`src/rtl/fetch_pc_unit.sv`:
```
// Instruction-fetch stage: owns the PC, issues icache reads and hands hits to IF/ID.
// Redirects that land during an outstanding miss are parked in pend_pc until the miss completes.
module fetch_pc_unit #(
  parameter logic [31:0] PC_INIT = 32'h0000_0000
) (
  input  logic        CLK,
  input  logic        nRST,
  input  logic        ihit,
  input  logic [31:0] imemload,
  input  logic        redirect_en,
  input  logic [31:0] redirect_pc,
  input  logic        stall,
  input  logic        halt,
  output logic        imemREN,
  output logic [31:0] imemaddr,
  output logic        ifid_valid,
  output logic [31:0] ifid_npc,
  output logic [31:0] ifid_imemload,
  output logic        ifid_flush,
  output logic        halted,
  output logic [31:0] fetch_count
);

  typedef enum logic [1:0] {FETCH, SQUASH, HALT} state_t;

  state_t      state, state_next;
  logic [31:0] pc, pc_next;
  logic [31:0] pend_pc, pend_pc_next;
  logic [31:0] count, count_next;
  logic [31:0] target;
  logic        req, deliver, flush;

  assign target = {redirect_pc[31:2], 2'b00};

  always_ff @(posedge CLK or negedge nRST) begin
    if (!nRST) begin
      state   <= FETCH;
      pc      <= PC_INIT;
      pend_pc <= 32'h0;
      count   <= 32'h0;
    end else begin
      state   <= state_next;
      pc      <= pc_next;
      pend_pc <= pend_pc_next;
      count   <= count_next;
    end
  end

  always_comb begin
    state_next   = state;
    pc_next      = pc;
    pend_pc_next = pend_pc;
    count_next   = count;
    req          = 1'b0;
    deliver      = 1'b0;
    flush        = 1'b0;
    case (state)
      FETCH: begin
        req = 1'b1;
        if (halt) begin
          state_next = HALT;
        end else if (redirect_en) begin
          flush = 1'b1;
          if (ihit) begin
            pc_next = target;
          end else begin
            // The miss must complete at the old address before the PC can move.
            pend_pc_next = target;
            state_next   = SQUASH;
          end
        end else if (ihit && !stall) begin
          deliver    = 1'b1;
          pc_next    = pc + 32'd4;
          count_next = count + 32'd1;
        end
      end
      SQUASH: begin
        req = 1'b1;
        if (halt) begin
          state_next = HALT;
        end else begin
          if (redirect_en) begin
            flush        = 1'b1;
            pend_pc_next = target;
          end
          if (ihit) begin
            pc_next    = redirect_en ? target : pend_pc;
            state_next = FETCH;
          end
        end
      end
      default: begin
      end
    endcase
  end

  // Reset forces the request and IF/ID strobes low even though state already reads FETCH.
  assign imemREN       = req & nRST;
  assign ifid_valid    = deliver & nRST;
  assign ifid_flush    = flush & nRST;
  assign imemaddr      = pc;
  assign ifid_npc      = pc + 32'd4;
  assign ifid_imemload = imemload;
  assign halted        = (state == HALT);
  assign fetch_count   = count;

endmodule

```
`config.mk`:
```
export PLATFORM = sky130hd
export DESIGN_NAME = fetch_pc_unit
export DESIGN_NICKNAME = d
export VERILOG_FILES = /design/src/rtl/fetch_pc_unit.sv
export SDC_FILE = /design/constraint.sdc
export NUM_CORES = 1
export LEC_CHECK = 0
export CAP_MARGIN = 20
export CORE_UTILIZATION = 25
export CTS_BUF_LIST = sky130_fd_sc_hd__clkbuf_2 sky130_fd_sc_hd__clkbuf_4 sky130_fd_sc_hd__clkbuf_8
export DETAILED_ROUTE_END_ITERATION = 7
export GPL_ROUTABILITY_DRIVEN = 0
export SLEW_MARGIN = 30
export SYNTH_ARGS = -nofsm -noshare
export SYNTH_HDL_FRONTEND = slang
export SYNTH_SLANG_ARGS = --single-unit
```
`constraint.sdc`:
```
create_clock -name CLK -period 2.5 [get_ports CLK]
set_input_delay 0.5 -clock CLK [delete_from_list [all_inputs] [get_ports CLK]]
set_output_delay 0.5 -clock CLK [all_outputs]
set_load 0.005 [all_outputs]
```
==> metrics, run 1 <==
Yosys top cell by area=dfrtp_1; grt ovf=0; drt pass-1 iters=4; cell area after synthesis=5530 um^2; layout cells sized above 1=0.293; Layout area overhead=49.8%; Syn. warnings=0; first-pass GRT wire length=26.9 mm; initial antenna violation count=0; number of synthesized register bits=98; WP data required=2.78 ns; EDFF count, synth=0; Worst Path Buf+Inv=10; Die ar.=22700 um^2; Crit Path Category=flip-flop to flip-flop; CP cell instances=nand4_4 > or4_4 > buf_6 > buf_4 > nor3_4 > buf_4 > buf_4 > buf_4 > buf_4 > buf_4 > buf_4 > buf_4 > buf_4 > o21ai_1 > a22o_1; f_max=0.366 GHz; Post-Syn Instances=595; Max-Cap Viols=0; row count=54; Worst-path clk slew=0.10 ns; Peak VDD IR=264 uV; multi-input logic area=2960 um^2; failing checks=negative setup slack; Layout fillers=2187; antenna fix cells=0; Max transition margin=0.611; core area=21800 um^2; Data arrival, critical path=3.01 ns; clk_skew=0.0166 ns; delay-heaviest family, CP=buffers and inverters; crit path launch=imemaddr[10]$_DFFE_PN0P_; FF+latch area=2450 um^2; Ports=202; post-route minimum period=2.74 ns; H-tree depth=3; syn nets=667; clk sinks=98; Power Total=3440 uW; Hold Fails Final Rpt=0; PwrDens=416 nW/um^2; CTS tree=yes; port buffer count=135; Final HPWL DP=11.6 mm; reg2reg start=imemaddr[10]$_DFFE_PN0P_; Synth area leaders=dfrtp_1 44%, mux2_2 6.3%, xnor2_1 6.0%; Worst-Skew Late Latency=0.38 ns; Initial Util=0.254; Vias=5098; Hold WC Path Type=input port to async pin; Critical Path Slowest Stage Cell=or4_4; Worst path depth=15; via/cell ratio=4.71; endpoint type of the worst setup path=flip-flop; Routed Antenna Nets=0; reg2reg path depth=15; gr usage total=0.155; CP Launch Type=flip-flop; Async S/R FF share, synth=1.00; Layout Nets=871; detailed router's first-iteration violation count=207; Worst-Margin Slew=0.582 ns; Yosys cell types=48; Routed WL=17.1 mm; Syn Area/Cell=9.29 um^2; post-synthesis sequential area ratio=0.444; Most common cell on crit path=buf_4; Finished Cell Area=8280 um^2; pre-CTS WS=-0.236 ns; final clock period utilization by the worst path=1.09; Synth top area share=0.444; worst-path fanout max=3; DIE WIDTH=151 um; DRC errors left=0; RSZ-0062 raised after global routing=true; vias in the first global route=4978; wire length per cell=15.8 um; Max Root-Sink Buffers=2; Leakage=0.00381 uW; final setup violation count=17; largest net degree at the start of global routing=54; status=complete, but fails checks; Die Span Y=151 um; cts bufs inserted=9; crit path setup slack, layout=-0.236 ns; Final Slew Violations=0; clock root buffer=clkbuf_8; slowest stage delay, CP=0.58 ns; placed cell area=7470 um^2; Primary FF master, synth=dfrtp_1
==> worst reg2reg max path, stage by stage, from the launching register on <==
cell and delay (ns):
dfrtp_1 0.40, nand4_4 0.14, or4_4 0.58, buf_6 0.16, buf_4 0.13, nor3_4 0.15, buf_4 0.14, buf_4 0.09
buf_4 0.09, buf_4 0.10, buf_4 0.09, buf_4 0.09, buf_4 0.09, buf_4 0.10, o21ai_1 0.07, a22o_1 0.21
==> where the power goes <==
part	internal, uW	switching (uW)
registers	1650	54.0
clock network	544	579
logic	329	282
total	2530	915
==> cell usage after synthesis, drive strengths merged (4+ instances only) <==
cell type and n:
dfrtp 98, nand2 65, o21ai 50, nor2 43
xnor2 38, buf 37, mux2 31, clkbuf 28
a21oi 26, nand3 23, xor2 21, nand4 18
and3 16, nor3 15, inv 13, o2bb2ai 9
and2 8, a31oi 7, nor4 6, o22ai 5
nor2b 4
==> registers in the layout (all words and copies together) (netlist names) <==
signal	count
fetch_count	32
imemaddr	32
pend_pc	32
state	2
==> routing by layer <==
metal / wire, um / track usage / part of all wire / up-vias
li1: - / - / - / 2453
met1: 7910 / 0.213 / 0.46 / 2465
met2: 7810 / 0.243 / 0.46 / 171
met3: 1200 / 0.0406 / 0.070 / 9
met4: 178 / 0.0305 / 0.010 / 0
met5: 0 / 0 / 0 / -
==> path summary, 6_finish.rpt <==
kind	end	slack, ns
worst max-delay path	imemaddr[21]$_DFFE_PN0P_	-0.24
worst min-delay path	fetch_count[4]$_DFFE_PN0P_	0.25
worst max register to register	imemaddr[21]$_DFFE_PN0P_	-0.24
worst min register to register	fetch_count[31]$_DFFE_PN0P_	0.47
max in group asynchronous	pend_pc[19]$_DFFE_PN0P_	1.28
min in group CLK	fetch_count[31]$_DFFE_PN0P_	0.47
==> per-stage QoR <==
stage                     setup TNS (ns)   util  instances  hold WS (ns)
after floorplan                        0      -        595         0.204
after global placement             -1.93  0.343       1024         0.372
after detailed placement           -2.22  0.343       1024         0.371
after CTS                          -2.61  0.371       1070         0.254
after global routing               -4.79  0.381       1083         0.291
final                              -2.11  0.381       1083         0.254
==> repair_timing <==
action                                  CTS  global route
hold buffers                              1             0
endpoints found under the hold margin    13             0
pin swaps                                21            11
endpoints found under the setup margin   24            27
resized for setup                       123            34
buffers inserted                         30            13
==> cell families after synthesis <==
family                   count (synthesis)  synth area share
AO/OA/AOI/OAI                          117             0.128
buffers and inverters                   78            0.0770
XOR/XNOR                                59            0.0935
adder cells (fa/ha/maj)                  2           0.00453
multiplexers                            31            0.0632
flip-flops                              98             0.444
AND/OR/NAND/NOR                        210             0.190
==> final cells by class <==
type,instances,area share
Sequential cell,98,0.296
Clock inverter,3,0.00559
Timing Repair Buffer,258,0.272
Inverter,13,0.00589
Clock buffer,12,0.0199
Tap cell,280,0.0423
Multi-Input combinational cell,419,0.358
==> layout by cell type, fill, tap and decap left out, types with 9 or more instances in the layout <==
| cell | count |
|---|---|
| nand2_1 | 64 |
| a21oi_1 | 26 |
| nor2_1 | 38 |
| and3_1 | 16 |
| mux2_2 | 31 |
| clkbuf_8 | 12 |
| buf_6 | 15 |
| inv_1 | 13 |
| o2bb2ai_1 | 9 |
| xor2_1 | 19 |
| dfrtp_1 | 98 |
| buf_4 | 106 |
| nand3_1 | 16 |
| xnor2_1 | 31 |
| buf_2 | 21 |
| nand4_1 | 17 |
| clkdlybuf4s50_1 | 105 |
| o21ai_0 | 49 |
(Power assumes the default switching activity.)
==> run 2, diff against run 1 <==
Settings changed: CAP_MARGIN 20 to 10, CORE_MARGIN set to 2, CTS_CLUSTER_DIAMETER set to 60.
==> run 2 against run 1 <==
  * The flow still finishes with violations (negative setup slack)
  * Power shrank 4.7%
  * Worst setup slack lost 0.099 ns
  * Critical endpoint is now ifid_npc[31]
  * Via count shrank 0.92%
  * Hold slack gained 0.23 ns
  * Clock power shrank 14%
==> metrics, run 2 (synthesis results as in run 1) <==
final setup violation count=14; CTS tree=yes; status=complete, but fails checks; CP cell instances=nand4_4 > or4_4 > buf_6 > nor4_4 > buf_4 > xor2_1 > buf_2; f_max=0.353 GHz; port buffer count=135; Peak VDD IR=196 uV; Worst Path Buf+Inv=3; Max transition margin=0.522; Final Util=0.380; post-route minimum period=2.84 ns; row count=54; largest net degree at the start of global routing=54; first-pass GRT wire length=27.1 mm; Final HPWL DP=11.8 mm; final clock period utilization by the worst path=1.13; failing checks=negative setup slack; DRC errors left=0; Final Slew Violations=0; Die Span Y=153 um; endpoint type of the worst setup path=primary output; clk_skew=0.00821 ns; Layout Nets=873; gr usage total=0.145; initial antenna violation count=1; most frequent cells in the layout=109 x clkdlybuf4s50_1, 106 x buf_4, 98 x dfrtp_1; core area=21800 um^2; reg2reg path depth=16; CP Launch Type=flip-flop; layout cells sized above 1=0.296; PwrDens=397 nW/um^2; Routed WL=17.2 mm; Max-Cap Viols=0; Hold Fails Final Rpt=0; Leakage=0.00377 uW; worst-path fanout max=3; slowest stage delay, CP=0.60 ns; Routed Antenna Nets=0; Die ar.=23300 um^2; dpl cells=1028; Data arrival, critical path=2.34 ns; wire length per cell=15.8 um; reg2reg start=imemaddr[2]$_DFFE_PN0P_; Crit Path Category=flip-flop to primary output; Layout area overhead=49.8%; clk sinks=98; Ports=202; Hold WC Path Type=input port to async pin; Critical Path Slowest Stage Cell=or4_4; Worst path depth=7; Worst-Margin Slew=0.717 ns; Worst-Skew Late Latency=0.37 ns; vias in the first global route=4917; Max Root-Sink Buffers=2; DIE WIDTH=153 um; detailed router's first-iteration violation count=260; Power Total=3280 uW; commonest non-fill, non-tap cell in the layout=clkdlybuf4s50_1; hold_ws=0.481 ns; drt pass-1 iters=4; WP data required=2.00 ns; final non-filler cell total=1084; grt ovf=0; crit path setup slack, layout=-0.335 ns; Layout fillers=2200; RSZ-0062 raised after global routing=true; reg-to-reg endpoint=imemaddr[8]$_DFFE_PN0P_; via/cell ratio=4.66; cts bufs inserted=9; Worst-path clk slew=0.09 ns; clock root buffer=clkbuf_8; H-tree depth=3; Final TNS setup=-2.49 ns; delay-heaviest family, CP=simple AND/OR/NAND/NOR gates; Vias=5051; Initial Util=0.254; reg2reg setup slack=0.11 ns
[run 2: repair_timing]
action | 4_1_cts | 5_1_grt
gates resized for setup | 125 | 37
setup endpoints to repair | 25 | 27
pin swaps | 22 | 27
setup buffers | 35 | 12
endpoints found under the hold margin | 4 | 0
hold buffers | 1 | 0
[run 2: through the flow]
step / cell area (um^2) / setup WS (ns)
2_1_floorplan: 5530 / 0.155
3_3_place_gp: 7490 / -0.293
3_5_place_dp: 7490 / -0.344
4_1_cts: 8100 / -0.390
5_1_grt: 8270 / -0.431
6_report: 8280 / -0.335
[run 2: worst max path at each step]
stage | startpoint | to
after floorplan | imemaddr[10]$_DFFE_PN0P_ | ifid_npc[29]
after global placement | imemaddr[2]$_DFFE_PN0P_ | ifid_npc[31]
after detailed placement | imemaddr[2]$_DFFE_PN0P_ | ifid_npc[31]
after CTS | imemaddr[13]$_DFFE_PN0P_ | ifid_npc[29]
after global routing | imemaddr[11]$_DFFE_PN0P_ | ifid_npc[31]
final | imemaddr[10]$_DFFE_PN0P_ | ifid_npc[31]
[run 2: cell type report]
cell class / instances / area, um^2 / share of cell area
antenna: 1 / 2.50 / 0.000302
clock buffer: 11 / 151 / 0.0183
clock inverter: 2 / 15.0 / 0.00181
inverter: 13 / 48.8 / 0.00590
multi-input combinational: 419 / 2990 / 0.362
sequential: 98 / 2450 / 0.296
tap: 280 / 350 / 0.0423
timing repair buffer: 260 / 2260 / 0.274
[run 2: power breakdown]
part / total, uW / internal, uW / leakage, uW / switching [uW]
logic: 615 / 334 / 0.00239 / 281
clock network: 961 / 401 / 0.0000794 / 560
registers: 1710 / 1650 / 0.00130 / 51.1
total: 3280 / 2390 / 0.00377 / 892
[run 2: metal layers]
layer / global-route usage / part of all wire
met1: 0.197 / 0.46
met2: 0.221 / 0.46
met3: 0.0449 / 0.069
met4: 0.0428 / 0.012
met5: 0 / 0
